$ cat config.mk
export PLATFORM = sky130hd
export DESIGN_NAME = ringosc_tap_tuner
export DESIGN_NICKNAME = d
export VERILOG_FILES = /design/src/rtl/ringosc_tap_tuner.sv
export SDC_FILE = /design/constraint.sdc
export NUM_CORES = 1
export LEC_CHECK = 0
export CORE_ASPECT_RATIO = 1.1
export CORE_MARGIN = 8
export CORE_UTILIZATION = 30
export CTS_CLUSTER_DIAMETER = 100
export CTS_CLUSTER_SIZE = 25
export DETAILED_ROUTE_END_ITERATION = 12
export PLACE_DENSITY_LB_ADDON = 0.12
export SLEW_MARGIN = 20
export SYNTH_ARGS = -nofsm -noshare
export SYNTH_HDL_FRONTEND = slang
export SYNTH_SLANG_ARGS = --single-unit
export TNS_END_PERCENT = 20
$ cat constraint.sdc
create_clock -name clk -period 7.05 [get_ports clk]
set_input_delay 1.7625 -clock clk [delete_from_list [all_inputs] [get_ports clk]]
set_output_delay 1.7625 -clock clk [all_outputs]
set_load 0.03 [all_outputs]
$ cat src/rtl/ringosc_tap_tuner.sv
// Ring-oscillator tap tuner: sweeps oscillator taps, counts edges per window, keeps the tap closest to target.
// Optional early exit on an exact match: define VBB_RINGOSC_TUNER_EARLY_EXIT_EN.
module ringosc_tap_tuner #(
    parameter int MAX_TAPS      = 4,
    parameter int TAPWIDTH      = $clog2(MAX_TAPS-1)+1,
    parameter int SETTLE_CYCLES = 4,
    parameter int WINDOW_BITS   = 10,
    parameter int COUNT_WIDTH   = 16
) (
    input  logic                   clk,
    input  logic                   rst_n,
    input  logic                   start,
    input  logic [COUNT_WIDTH-1:0] target,
    input  logic                   osc_in,
    output logic [TAPWIDTH-1:0]    osc_tap,
    output logic                   osc_rst,
    output logic                   busy,
    output logic                   done,
    output logic [TAPWIDTH-1:0]    best_tap,
    output logic [COUNT_WIDTH-1:0] best_count
);

    typedef enum logic [2:0] {S_IDLE, S_SETTLE, S_MEASURE, S_EVAL, S_APPLY, S_DONE} state_t;

    localparam int SW = $clog2(SETTLE_CYCLES+1);
    localparam int CW = (WINDOW_BITS+1 > SW) ? WINDOW_BITS+1 : SW;
    localparam int HW = $clog2(SETTLE_CYCLES+2);
    localparam logic [CW-1:0]       SETTLE_LOAD = CW'(SETTLE_CYCLES-1);
    localparam logic [CW-1:0]       WINDOW_LOAD = CW'((2**WINDOW_BITS)-1);
    localparam logic [HW-1:0]       HOLD_INIT   = HW'(SETTLE_CYCLES+1);
    localparam logic [TAPWIDTH-1:0] LAST_TAP    = TAPWIDTH'(MAX_TAPS-1);

    state_t                 state, state_next;
    logic [1:0]             sync_q;
    logic                   sync_d;
    logic                   rise;
    logic [COUNT_WIDTH-1:0] edge_cnt;
    logic [COUNT_WIDTH-1:0] target_q;
    logic [COUNT_WIDTH-1:0] best_diff;
    logic [COUNT_WIDTH-1:0] diff;
    logic [CW-1:0]          cyc_cnt;
    logic [HW-1:0]          hold_cnt;
    logic                   phase_done;
    logic                   better;
    logic                   exit_sweep;

    assign rise       = sync_q[1] & ~sync_d;
    assign diff       = (edge_cnt >= target_q) ? edge_cnt - target_q : target_q - edge_cnt;
    assign better     = diff < best_diff;
    assign phase_done = (cyc_cnt == '0);
`ifdef VBB_RINGOSC_TUNER_EARLY_EXIT_EN
    assign exit_sweep = (osc_tap == LAST_TAP) || (diff == '0);
`else
    assign exit_sweep = (osc_tap == LAST_TAP);
`endif

    always_ff @(posedge clk or negedge rst_n) begin
        if (!rst_n) state <= S_IDLE;
        else        state <= state_next;
    end

    always_comb begin
        state_next = state;
        case (state)
            S_IDLE:    if (start && hold_cnt == '0) state_next = S_SETTLE;
            S_SETTLE:  if (phase_done) state_next = S_MEASURE;
            S_MEASURE: if (phase_done) state_next = S_EVAL;
            S_EVAL:    state_next = exit_sweep ? S_APPLY : S_SETTLE;
            S_APPLY:   if (phase_done) state_next = S_DONE;
            S_DONE:    state_next = S_IDLE;
            default:   state_next = S_IDLE;
        endcase
    end

    always_comb begin
        osc_rst = (state == S_SETTLE) || (state == S_APPLY) || (hold_cnt != '0);
        busy    = (state != S_IDLE);
        done    = (state == S_DONE);
    end

    // Phase counter reloads on every state change, so each timed state runs its full length.
    always_ff @(posedge clk or negedge rst_n) begin
        if (!rst_n) begin
            sync_q     <= '0;
            sync_d     <= 1'b0;
            edge_cnt   <= '0;
            target_q   <= '0;
            best_diff  <= '1;
            cyc_cnt    <= '0;
            hold_cnt   <= HOLD_INIT;
            osc_tap    <= '0;
            best_tap   <= '0;
            best_count <= '0;
        end else begin
            sync_q <= {sync_q[0], osc_in};
            sync_d <= sync_q[1];
            if (hold_cnt != '0) hold_cnt <= hold_cnt - 1'b1;
            if (state_next != state)
                cyc_cnt <= (state_next == S_MEASURE) ? WINDOW_LOAD : SETTLE_LOAD;
            else if (cyc_cnt != '0)
                cyc_cnt <= cyc_cnt - 1'b1;
            case (state)
                S_IDLE: begin
                    if (state_next == S_SETTLE) begin
                        target_q  <= target;
                        osc_tap   <= '0;
                        best_diff <= '1;
                    end
                end
                S_SETTLE:  edge_cnt <= '0;
                S_MEASURE: if (rise && edge_cnt != '1) edge_cnt <= edge_cnt + 1'b1;
                S_EVAL: begin
                    if (better) begin
                        best_tap   <= osc_tap;
                        best_count <= edge_cnt;
                        best_diff  <= diff;
                    end
                    // The winner may be updated in this same cycle, so pick it from the live compare.
                    if (state_next == S_APPLY) osc_tap <= better ? osc_tap : best_tap;
                    else                       osc_tap <= osc_tap + 1'b1;
                end
                default: ;
            endcase
        end
    end

endmodule

* After elaboration in Yosys (flattened, before gate mapping) *
Cells that the tools add are included.

operators by class
  $add $sub $neg = 6
  $lt $le $gt $ge = 2
  equal/unequal tests = 14
  multiplexer cells = 19
  bitwise logic cells = 2
  reductions and logical operators = 18

operators by type and width
  cell                     count
  $mux W16                 4
  $pmux W16 S2             2
  $sub A16 B16 Y16         2
  $mux W3                  8
  $mux W11                 2
  $add A16 B1 Y16 const B  1
  $ge A16 B16 Y1           1
  $lt A16 B16 Y1           1
  $ne A16 B16 Y1 const B   1
  $pmux W3 S5              1
  $eq A3 B2 Y1 const B     4
  $logic_not A11 Y1        1
  $reduce_bool A11 Y1      1
  $sub A11 B1 Y11 const B  1
  $mux W10                 1
  $eq A3 B3 Y1 const B     3
  $reduce_and A2 Y1        4
  $eq A3 B1 Y1 const B     2
  $logic_not A3 Y1         2
  $ne A2 B2 Y1 const B     3
  $pmux W3 S2              1
  $reduce_bool A2 Y1       3
  $reduce_bool A3 Y1       2
  $add A3 B1 Y3 const B    1
  other kinds (7)          9

word-level totals
  flip-flop bits (word level) = 90
  input bits = 20
  output and inout bits = 25
  word-level logic and storage cells = 72

* Depth between registers and ports, before layout *
Gate-level depths: netlist of run 1.

  word-level depth = 7
  mapped depth = 23
  gate-level depth less buffers = 20

* Worst setup path before layout of run 1 *
Ideal clock, no wire load.

  path kind = register to register
  from = register edge_cnt[2]
  to = register best_diff[8]
  library setup time = 91 ps
  arrival = 4291 ps
  setup slack = 2668 ps
  stages on the path, launching flop included = 21
  period minus slack after synthesis = 4382 ps
  cell sequence = dfrtp_1 > inv_1 > ha_1 > clkbuf_1 > nand4_1 > a311oi_1 > a211oi_1 > o21ai_1 > buf_2 > mux2i_1 > a31oi_1 > xnor2_1 > ha_1 > a2111oi_0 > o21bai_1 > a221o_1 > a21oi_1 > nor2b_1 > buf_2 > mux2i_1 > nand2_1

on the way
  longest elaborated chain between the ends = 5

RTL lines
  what                                                RTL line  text
  start, declared                                     37        logic [COUNT_WIDTH-1:0] edge_cnt;
  start signal, assigned                              111       S_MEASURE: if (rise && edge_cnt != '1) edge_cnt <= edge_cnt + 1'b1;
  $sub A16 B16 Y16 or $ge A16 B16 Y1 (tied branches)  48        assign diff = (edge_cnt >= target_q) ? edge_cnt - target_q : target_q - edge_cnt;
  $mux W16 (*)                                        48
  $lt A16 B16 Y1                                      49        assign better = diff < best_diff;
  $ne A2 B2 Y1 (no source line)                       -
  $reduce_and A3 Y1 (no source line)                  -
  end signal, assigned                                116       best_diff <= diff;
  end, declared                                       39        logic [COUNT_WIDTH-1:0] best_diff;

Mark *: on every way between the ends. The rest lies on a longest branch, timed or not. The select of a mux whose other input is x is not followed.
A chain may end at the register's enable or synchronous reset.

* Final worst setup path of run 1 *
  from = register edge_cnt[8]
  to = register best_diff[8]

The elaborated chain is that of the path after synthesis.

==> results of run 1 <==
==> layer usage <==
layer / vias up / share of wire, %
met4: 0 / 1.2
li1: 2376 / -
met2: 95 / 47
met3: 12 / 4.4
met1: 2333 / 47
met5: - / 0
==> flip-flops by register name (all words and copies together) (netlist names) <==
signal      cells
hold_cnt        3
sync_d          1
best_diff      16
best_count     16
sync_q          2
osc_tap         3
target_q       16
state           3
best_tap        3
edge_cnt       16
cyc_cnt        11
==> per-stage QoR <==
| step | power, mW | instance area [µm²] |
|---|---|---|
| 3_5_place_dp | 0.550 | 6520 |
| 5_1_grt | 1.06 | 6810 |
| 4_1_cts | 1.04 | 6810 |
| 6_report | 1.02 | 6810 |
| 2_1_floorplan | 0.527 | 5860 |
| 3_3_place_gp | 0.549 | 6520 |
==> logic make-up after synthesis <==
family	after synthesis	synth area share (%)
fa+ha+maj	54	11.8
xor+xnor	39	5.83
flops	90	38.8
buf+inv	91	6.13
compound gates	178	18.5
mux	12	2.13
simple gates	211	16.8
==> layout make-up <==
| type | instances | area (µm²) |
|---|---|---|
| multi-input cells | 494 | 3230 |
| fillers | 1984 | 12400 |
| clock inverters | 7 | 68.8 |
| well taps | 247 | 309 |
| repair buffers | 49 | 475 |
| clock buffers | 9 | 225 |
| inverters | 60 | 225 |
| flip-flops and latches | 90 | 2270 |
==> Yosys cell counts (10+ instances only) <==
| master | instances | area [µm²] |
|---|---|---|
| sky130_fd_sc_hd__nand2_1 | 83 | 312 |
| sky130_fd_sc_hd__dfrtp_1 | 72 | 1800 |
| sky130_fd_sc_hd__o21ai_0 | 67 | 335 |
| sky130_fd_sc_hd__inv_1 | 60 | 225 |
| sky130_fd_sc_hd__ha_1 | 52 | 651 |
| sky130_fd_sc_hd__nor2_1 | 43 | 161 |
| sky130_fd_sc_hd__a21oi_1 | 39 | 195 |
| sky130_fd_sc_hd__xnor2_1 | 29 | 254 |
| sky130_fd_sc_hd__clkbuf_1 | 21 | 78.8 |
| sky130_fd_sc_hd__nand3_1 | 21 | 105 |
| sky130_fd_sc_hd__dfstp_2 | 18 | 473 |
| sky130_fd_sc_hd__nor3_1 | 12 | 60.1 |
| sky130_fd_sc_hd__nand4_1 | 11 | 68.8 |
| sky130_fd_sc_hd__o211ai_1 | 10 | 75.1 |
| sky130_fd_sc_hd__xor2_1 | 10 | 87.6 |
==> power groups by stage <==
| stage | clock network, mW | logic (mW) | registers, mW |
|---|---|---|---|
| floorplan | 0 | 0.000114 | 0.527 |
| CTS | 0.503 | 0.0224 | 0.518 |
| global route | 0.522 | 0.0244 | 0.518 |
| global placement | 0 | 0.0222 | 0.527 |
| finish | 0.484 | 0.0211 | 0.518 |
| detailed placement | 0 | 0.0223 | 0.527 |
==> worst max-delay path: cells and delay by family (launching register included) <==
kind / cells / cell delay, ns
AO/OA/AOI/OAI: 8 / 2.67
AND/OR/NAND/NOR: 3 / 1.13
adder cells (fa/ha/maj): 2 / 0.76
multiplexers: 2 / 0.54
flip-flops: 1 / 0.39
XOR/XNOR: 1 / 0.17
buffers and inverters: 1 / 0.09
==> final timing paths <==
path / start / to / depth (start not counted)
worst max-delay path: edge_cnt[8]$_DFFE_PN0P_ / best_diff[8]$_DFFE_PN1P_ / 17
worst min-delay path: sync_q[1]$_DFF_PN0_ / sync_d$_DFF_PN0_ / 0
worst max register to register: edge_cnt[8]$_DFFE_PN0P_ / best_diff[8]$_DFFE_PN1P_ / 17
worst min register to register: sync_q[1]$_DFF_PN0_ / sync_d$_DFF_PN0_ / 0
max in group asynchronous: rst_n / best_count[8]$_DFFE_PN0P_ / 2
min in group asynchronous: rst_n / cyc_cnt[2]$_DFFE_PN0P_ / 1
==> out/qor.json, run 1 <==
{
  "worst_setup_path": {
    "crit_path_top_delay_cell": "sky130_fd_sc_hd__nor2b_1",
    "worst_setup_end_kind": "flop",
    "worst-endpoint-arrival_ns": 6.09,
    "criticalPathCategory": "flop to flop",
    "crit_required_ns": 7.29,
    "reg2reg_setup_slack_ns": 1.20,
    "kind_of_launch_point_of_the_worst_setup_path": "flop",
    "timing.critical_path.fanout_max": 13,
    "crit_path_cell_trace": "inv_1, ha_1, nand4_1, a311oi_1, a211oi_1, o21ai_1, mux2i_1, a31oi_1, xnor2_1, ha_1, a2111oi_0, o21bai_1, a221o_1, a21oi_1, nor2b_1, mux2i_1, nand2_1",
    "cp_slowest_stage_delay_ns": 0.84
  },
  "global_routing": {
    "grt_busiest_layer": "met2",
    "globalRouteMet3Util_pct": 2.86,
    "grt-ovfl-total": 0,
    "grt_pass1_vias": 4926,
    "grtUsageMet2_pct": 23.0,
    "antenna_violations_before_repair": 1,
    "wire_length_of_the_first_global_routing_pass_um": 26900,
    "groute.usage.overall_pct": 14.1,
    "grt_max_degree": 54,
    "global_route.usage.met1_pct": 18.5
  },
  "power": {
    "clkPwrFrac_pct": 47.3,
    "pwr-share-comb_pct": 2.1,
    "total_power_divided_by_cell_area_nw_per_um2": 150,
    "cell_internal_pwr_uw": 777,
    "switching_power_uw": 246,
    "sw_frac_of_total_pct": 24.0,
    "seqPwrFrac_pct": 50.6,
    "ir_worst_vdd_mv": 0.105,
    "power.leakage_nw": 2.96
  },
  "timing": {
    "tightest_slew_ns": 0.968,
    "clock_skew_ns": 0.00872,
    "timing.final.crit_period_ns": 5.85,
    "setup_tns_ns": 0,
    "hold_ws_ns": 0.381,
    "setup-violations-final": 0,
    "report.final.hold_viol_count": 0,
    "postLayoutSetupSlackWorst_ns": 1.20,
    "fin_crit_sh_pct": 83.0,
    "final_max_slew_viol_count": 0,
    "relSlewSlack_pct": 35.4,
    "grt_setup_unrepaired": "no",
    "maxClockFrequency_ghz": 0.171
  },
  "clock_tree": {
    "clk_pin_slew_worst_paths_ns": 0.07,
    "tritoncts": "yes",
    "htree_num_levels": 3,
    "post_cts_hold_fix_bufs": 0,
    "cts_resized": 0,
    "ctsRootBufferMaster": "sky130_fd_sc_hd__clkbuf_16",
    "numCtsBuffers": 9,
    "worstSkewPairLatency_ns": 0.35,
    "clkSinkCount": 90,
    "max-clock-path-buffers": 2,
    "number_of_buffers_inserted_to_repair_setup_after_cts": 0
  },
  "finish": {
    "antenna-diode-count": 0,
    "syn_to_final_growth_pct": 16.2,
    "final-instance-count-excl-fill": 956,
    "drive_gt1_share_pct": 7.90,
    "fraction_of_the_core_area_covered_by_cells_at_the_end_of_the_flow_pct": 35.5,
    "most_common_library_cell_in_the_layout_ignoring_fill_and_taps": "sky130_fd_sc_hd__nand2_1",
    "most-common-layout-cells": "sky130_fd_sc_hd__nand2_1 (83), sky130_fd_sc_hd__dfrtp_1 (72), sky130_fd_sc_hd__o21ai_0 (67), sky130_fd_sc_hd__inv_1 (60), sky130_fd_sc_hd__ha_1 (52)",
    "layout.nets": 778
  },
  "routing": {
    "wirelength_um": 16300,
    "detail-route-antenna-nets": 0,
    "viasPerCell": 5.04,
    "drt_pass1_iterations": 5,
    "detail_route.drc_violations": 0,
    "drc_marker_count_from_the_first_detailed_route_iteration": 297,
    "via_count": 4816,
    "wire_per_inst_um": 17.0
  },
  "yosys": {
    "syn_avg_cell_area_um2": 8.68,
    "synth_seq_area_share_pct": 38.8,
    "postSynthRegisterBits": 90,
    "count_of_warnings_emitted_by_yosys": 0,
    "postSynthCellCount": 675,
    "synthDistinctLibCells": 62,
    "synthArstFlopShare_pct": 100,
    "synthFlopType": "sky130_fd_sc_hd__dfrtp_1",
    "synth-edff-count": 0,
    "synth.cell_area_um2": 5860,
    "synth_fp_nets": 749
  },
  "floorplanning": {
    "rows": 53,
    "floorplan.core_area_um2": 19200,
    "floorplan.io_pins": 45,
    "die_height_um": 163,
    "die-area_um2": 24300,
    "initial_core_util_pct": 30.6,
    "die_w_um": 149
  },
  "placed_design": {
    "dpl.hpwl_um": 12600,
    "placedCellCount": 940,
    "total_of_buffers_placed_on_input_and_output_ports": 44,
    "gp_congestion": 0.878,
    "pre_cts_ws_ns": 1.16
  },
  "outcome": {
    "result_of_the_run": "completed"
  },
  "worst_hold_path": {
    "hold_class": "flop to flop"
  },
  "flow_run": {
    "drv.max_cap_violation_count": 0
  }
}
Power figures use the tool's default switching activity.
==> run 2: changes to the inputs <==
==> constraint.sdc (replaced) <==
create_clock -name clk -period 5.7 [get_ports clk]
set_input_delay 1.425 -clock clk [delete_from_list [all_inputs] [get_ports clk]]
set_output_delay 1.425 -clock clk [all_outputs]
set_load 0.03 [all_outputs]
==> out/qor.json, run 2 (synthesis results as in run 1) <==
{
  "outcome": {
    "result_of_the_run": "completed"
  },
  "worst_setup_path": {
    "criticalPathCategory": "flop to flop",
    "path_delay_family": "compound AO/OA/AOI/OAI gates",
    "worst-endpoint-arrival": {"value": 5.29, "unit": "ns", "change": "-0.80 ns"},
    "kind_of_launch_point_of_the_worst_setup_path": "flop",
    "crit_path_cell_trace": "inv_1, ha_1, nand4_1, a311oi_1, a211oi_1, o21ai_2, mux2i_1, a31oi_1, xnor2_1, ha_1, a2111oi_0, o21bai_1, a221o_1, a21oi_2, nand3_2, buf_12, nand3_1, o21a_1",
    "most_repeated_library_cell_on_the_critical_path": "sky130_fd_sc_hd__ha_1",
    "worst_setup_end_kind": "flop",
    "crit_path_top_delay_cell": "sky130_fd_sc_hd__a311oi_1",
    "crit_buf_inv": {"value": 2, "change": "+1"},
    "crit_required": {"value": 5.99, "unit": "ns", "change": "-1.30 ns"},
    "timing.critical_path.fanout_max": {"value": 51, "change": "+38"},
    "cp_slowest_stage_delay": {"value": 0.48, "unit": "ns", "change": "-0.36 ns"}
  },
  "global_routing": {
    "groute.usage.overall": {"value": 13.8, "unit": "%", "change": "-0.31 points"},
    "grt_max_degree": {"value": 52, "change": "-3.7%"},
    "grt-ovfl-total": {"value": 0, "change": "unchanged"},
    "antenna_violations_before_repair": {"value": 0, "change": "-1"},
    "grt_pass1_vias": {"value": 5041, "change": "+2.3%"},
    "wire_length_of_the_first_global_routing_pass": {"value": 26700, "unit": "µm", "change": "-0.77%"}
  },
  "timing": {
    "grt_setup_unrepaired": "no",
    "fin_crit_sh": {"value": 87.7, "unit": "%", "change": "+4.7 points"},
    "clock_skew": {"value": 0.00793, "unit": "ns", "change": "-0.000787 ns"},
    "hold_ws": {"value": 0.377, "unit": "ns", "change": "-0.00380 ns"},
    "postLayoutSetupSlackWorst": {"value": 0.701, "unit": "ns", "change": "-0.496 ns"},
    "final_max_slew_viol_count": {"value": 0, "change": "unchanged"},
    "report.final.hold_viol_count": {"value": 0, "change": "unchanged"},
    "setup_tns": {"value": 0, "unit": "ns", "change": "unchanged"},
    "maxClockFrequency": {"value": 0.200, "unit": "GHz", "change": "+17%"},
    "relSlewSlack": {"value": 36.8, "unit": "%", "change": "+1.4 points"},
    "tightest_slew": {"value": 0.940, "unit": "ns", "change": "-0.0275 ns"},
    "timing.final.crit_period": {"value": 5.00, "unit": "ns", "change": "-0.854 ns"},
    "setup-violations-final": {"value": 0, "change": "unchanged"}
  },
  "finish": {
    "most_common_library_cell_in_the_layout_ignoring_fill_and_taps": "sky130_fd_sc_hd__nand2_1",
    "layout.nets": {"value": 782, "change": "+0.51%"},
    "fillers": {"value": 1972, "change": "-0.60%"},
    "multiInputGateArea": {"value": 3240, "unit": "µm²", "change": "+0.23%"},
    "syn_to_final_growth_pct": 17.0,
    "drive_gt1_share": {"value": 8.70, "unit": "%", "change": "+0.80 points"},
    "antenna-diode-count": {"value": 0, "change": "unchanged"},
    "area.sequential": {"value": 2270, "unit": "µm²", "change": "unchanged"},
    "most-common-layout-cells": "sky130_fd_sc_hd__nand2_1 (83), sky130_fd_sc_hd__dfrtp_1 (72), sky130_fd_sc_hd__o21ai_0 (67), sky130_fd_sc_hd__inv_1 (60), sky130_fd_sc_hd__ha_1 (52)"
  },
  "flow_run": {
    "drv.max_cap_violation_count": {"value": 0, "change": "unchanged"}
  },
  "floorplanning": {
    "die_height": {"value": 163, "unit": "µm", "change": "unchanged"},
    "initial_core_util": {"value": 30.6, "unit": "%", "change": "unchanged"},
    "rows": {"value": 53, "change": "unchanged"},
    "die_w": {"value": 149, "unit": "µm", "change": "unchanged"},
    "floorplan.core_area": {"value": 19200, "unit": "µm²", "change": "unchanged"},
    "floorplan.io_pins": {"value": 45, "change": "unchanged"},
    "die-area": {"value": 24300, "unit": "µm²", "change": "unchanged"}
  },
  "clock_tree": {
    "tritoncts": "yes",
    "ctsRootBufferMaster": "sky130_fd_sc_hd__clkbuf_16",
    "clk_pin_slew_worst_paths": {"value": 0.07, "unit": "ns", "change": "about the same"},
    "post_cts_hold_fix_bufs": {"value": 0, "change": "unchanged"},
    "number_of_buffers_inserted_to_repair_setup_after_cts": {"value": 0, "change": "unchanged"},
    "numCtsBuffers": {"value": 9, "change": "unchanged"},
    "clkSinkCount": {"value": 90, "change": "unchanged"},
    "worstSkewPairLatency": {"value": 0.35, "unit": "ns", "change": "about the same"},
    "htree_num_levels": {"value": 3, "change": "unchanged"},
    "max-clock-path-buffers": {"value": 2, "change": "unchanged"}
  },
  "placed_design": {
    "dpl.hpwl": {"value": 12200, "unit": "µm", "change": "-2.8%"},
    "total_of_buffers_placed_on_input_and_output_ports": {"value": 44, "change": "unchanged"},
    "pre_cts_ws": {"value": 0.316, "unit": "ns", "change": "-0.845 ns"},
    "gp_congestion": {"value": 0.843, "change": "-4.0%"}
  },
  "power": {
    "ir_worst_vdd": {"value": 0.121, "unit": "mV", "change": "+16%"},
    "total_power_divided_by_cell_area": {"value": 184, "unit": "nW/µm²", "change": "+23%"},
    "power.leakage": {"value": 2.98, "unit": "nW", "change": "+0.89%"}
  },
  "routing": {
    "detail_route.drc_violations": {"value": 0, "change": "unchanged"},
    "drt_pass1_iterations": {"value": 5, "change": "unchanged"},
    "via_count": {"value": 4808, "change": "-0.17%"},
    "viasPerCell": {"value": 5.01, "change": "-0.58%"},
    "wire_per_inst": {"value": 16.6, "unit": "µm", "change": "-2.7%"},
    "drc_marker_count_from_the_first_detailed_route_iteration": {"value": 283, "change": "-4.7%"},
    "wirelength": {"value": 15900, "unit": "µm", "change": "-2.3%"},
    "detail-route-antenna-nets": {"value": 0, "change": "unchanged"}
  },
  "worst_hold_path": {
    "hold_class": "flop to flop"
  }
}
==> run 2: changes by cell type in the layout (fill, tap and decap cells not counted), sizes merged <==
cell      before  now
buf            6   10
inv           64   65
clkinvlp       0    1
clkinv         3    1
==> run 2: per-stage QoR <==
| stage | area [µm²] | std cells | power [mW] | util, % |
|---|---|---|---|---|
| after floorplan | 5860 | 675 | 0.652 | - |
| after global routing | 6860 | 960 | 1.31 | 35.8 |
| after detailed placement | 6560 | 944 | 0.680 | 34.2 |
| after CTS | 6850 | 960 | 1.29 | 35.8 |
| final | 6860 | 960 | 1.26 | 35.8 |
| after global placement | 6560 | 944 | 0.679 | 34.2 |
==> run 2: final timing paths <==
path,cells after the start,startpoint,slack (ns),endpoint
worst max-delay path,18,edge_cnt[9]$_DFFE_PN0P_,0.70,best_diff[14]$_DFFE_PN1P_
worst min-delay path,0,sync_q[0]$_DFF_PN0_,0.38,sync_q[1]$_DFF_PN0_
worst max register to register,18,edge_cnt[9]$_DFFE_PN0P_,0.70,best_diff[14]$_DFFE_PN1P_
worst min register to register,0,sync_q[0]$_DFF_PN0_,0.38,sync_q[1]$_DFF_PN0_
max in group asynchronous,2,rst_n,3.61,best_count[10]$_DFFE_PN0P_
min in group asynchronous,1,rst_n,1.07,cyc_cnt[2]$_DFFE_PN0P_
==> run 2: repair_timing <==
item / CTS / global route
endpoints found under the hold margin: 0 / 0
resized for setup: 0 / 2
setup endpoints to repair: 0 / 38
==> run 2: power by group <==
group	internal, mW	total (mW)	leakage [nW]	switching (mW)
combinational	0.0116	0.0258	1.80	0.0142
clock	0.309	0.599	0.142	0.289
sequential	0.640	0.640	1.05	0.000367
total	0.961	1.26	2.98	0.304
==> run 2: per-layer routing <==
layer	global-route usage [%]	vias to the layer above	share of wire (%)
met5	0	-	0
met4	3.86	0	1.3
met3	2.58	16	3.2
met2	23.1	81	47
met1	17.7	2321	48
li1	-	2390	-
==> run 2: cell type report <==
| class | instances | area share [%] |
|---|---|---|
| Clock buffer | 9 | 3.28 |
| Clock inverter | 7 | 0.985 |
| Inverter | 60 | 3.28 |
| Multi-Input combinational cell | 494 | 47.2 |
| Sequential cell | 90 | 33.2 |
| Tap cell | 247 | 4.51 |
| Timing Repair Buffer | 53 | 7.55 |
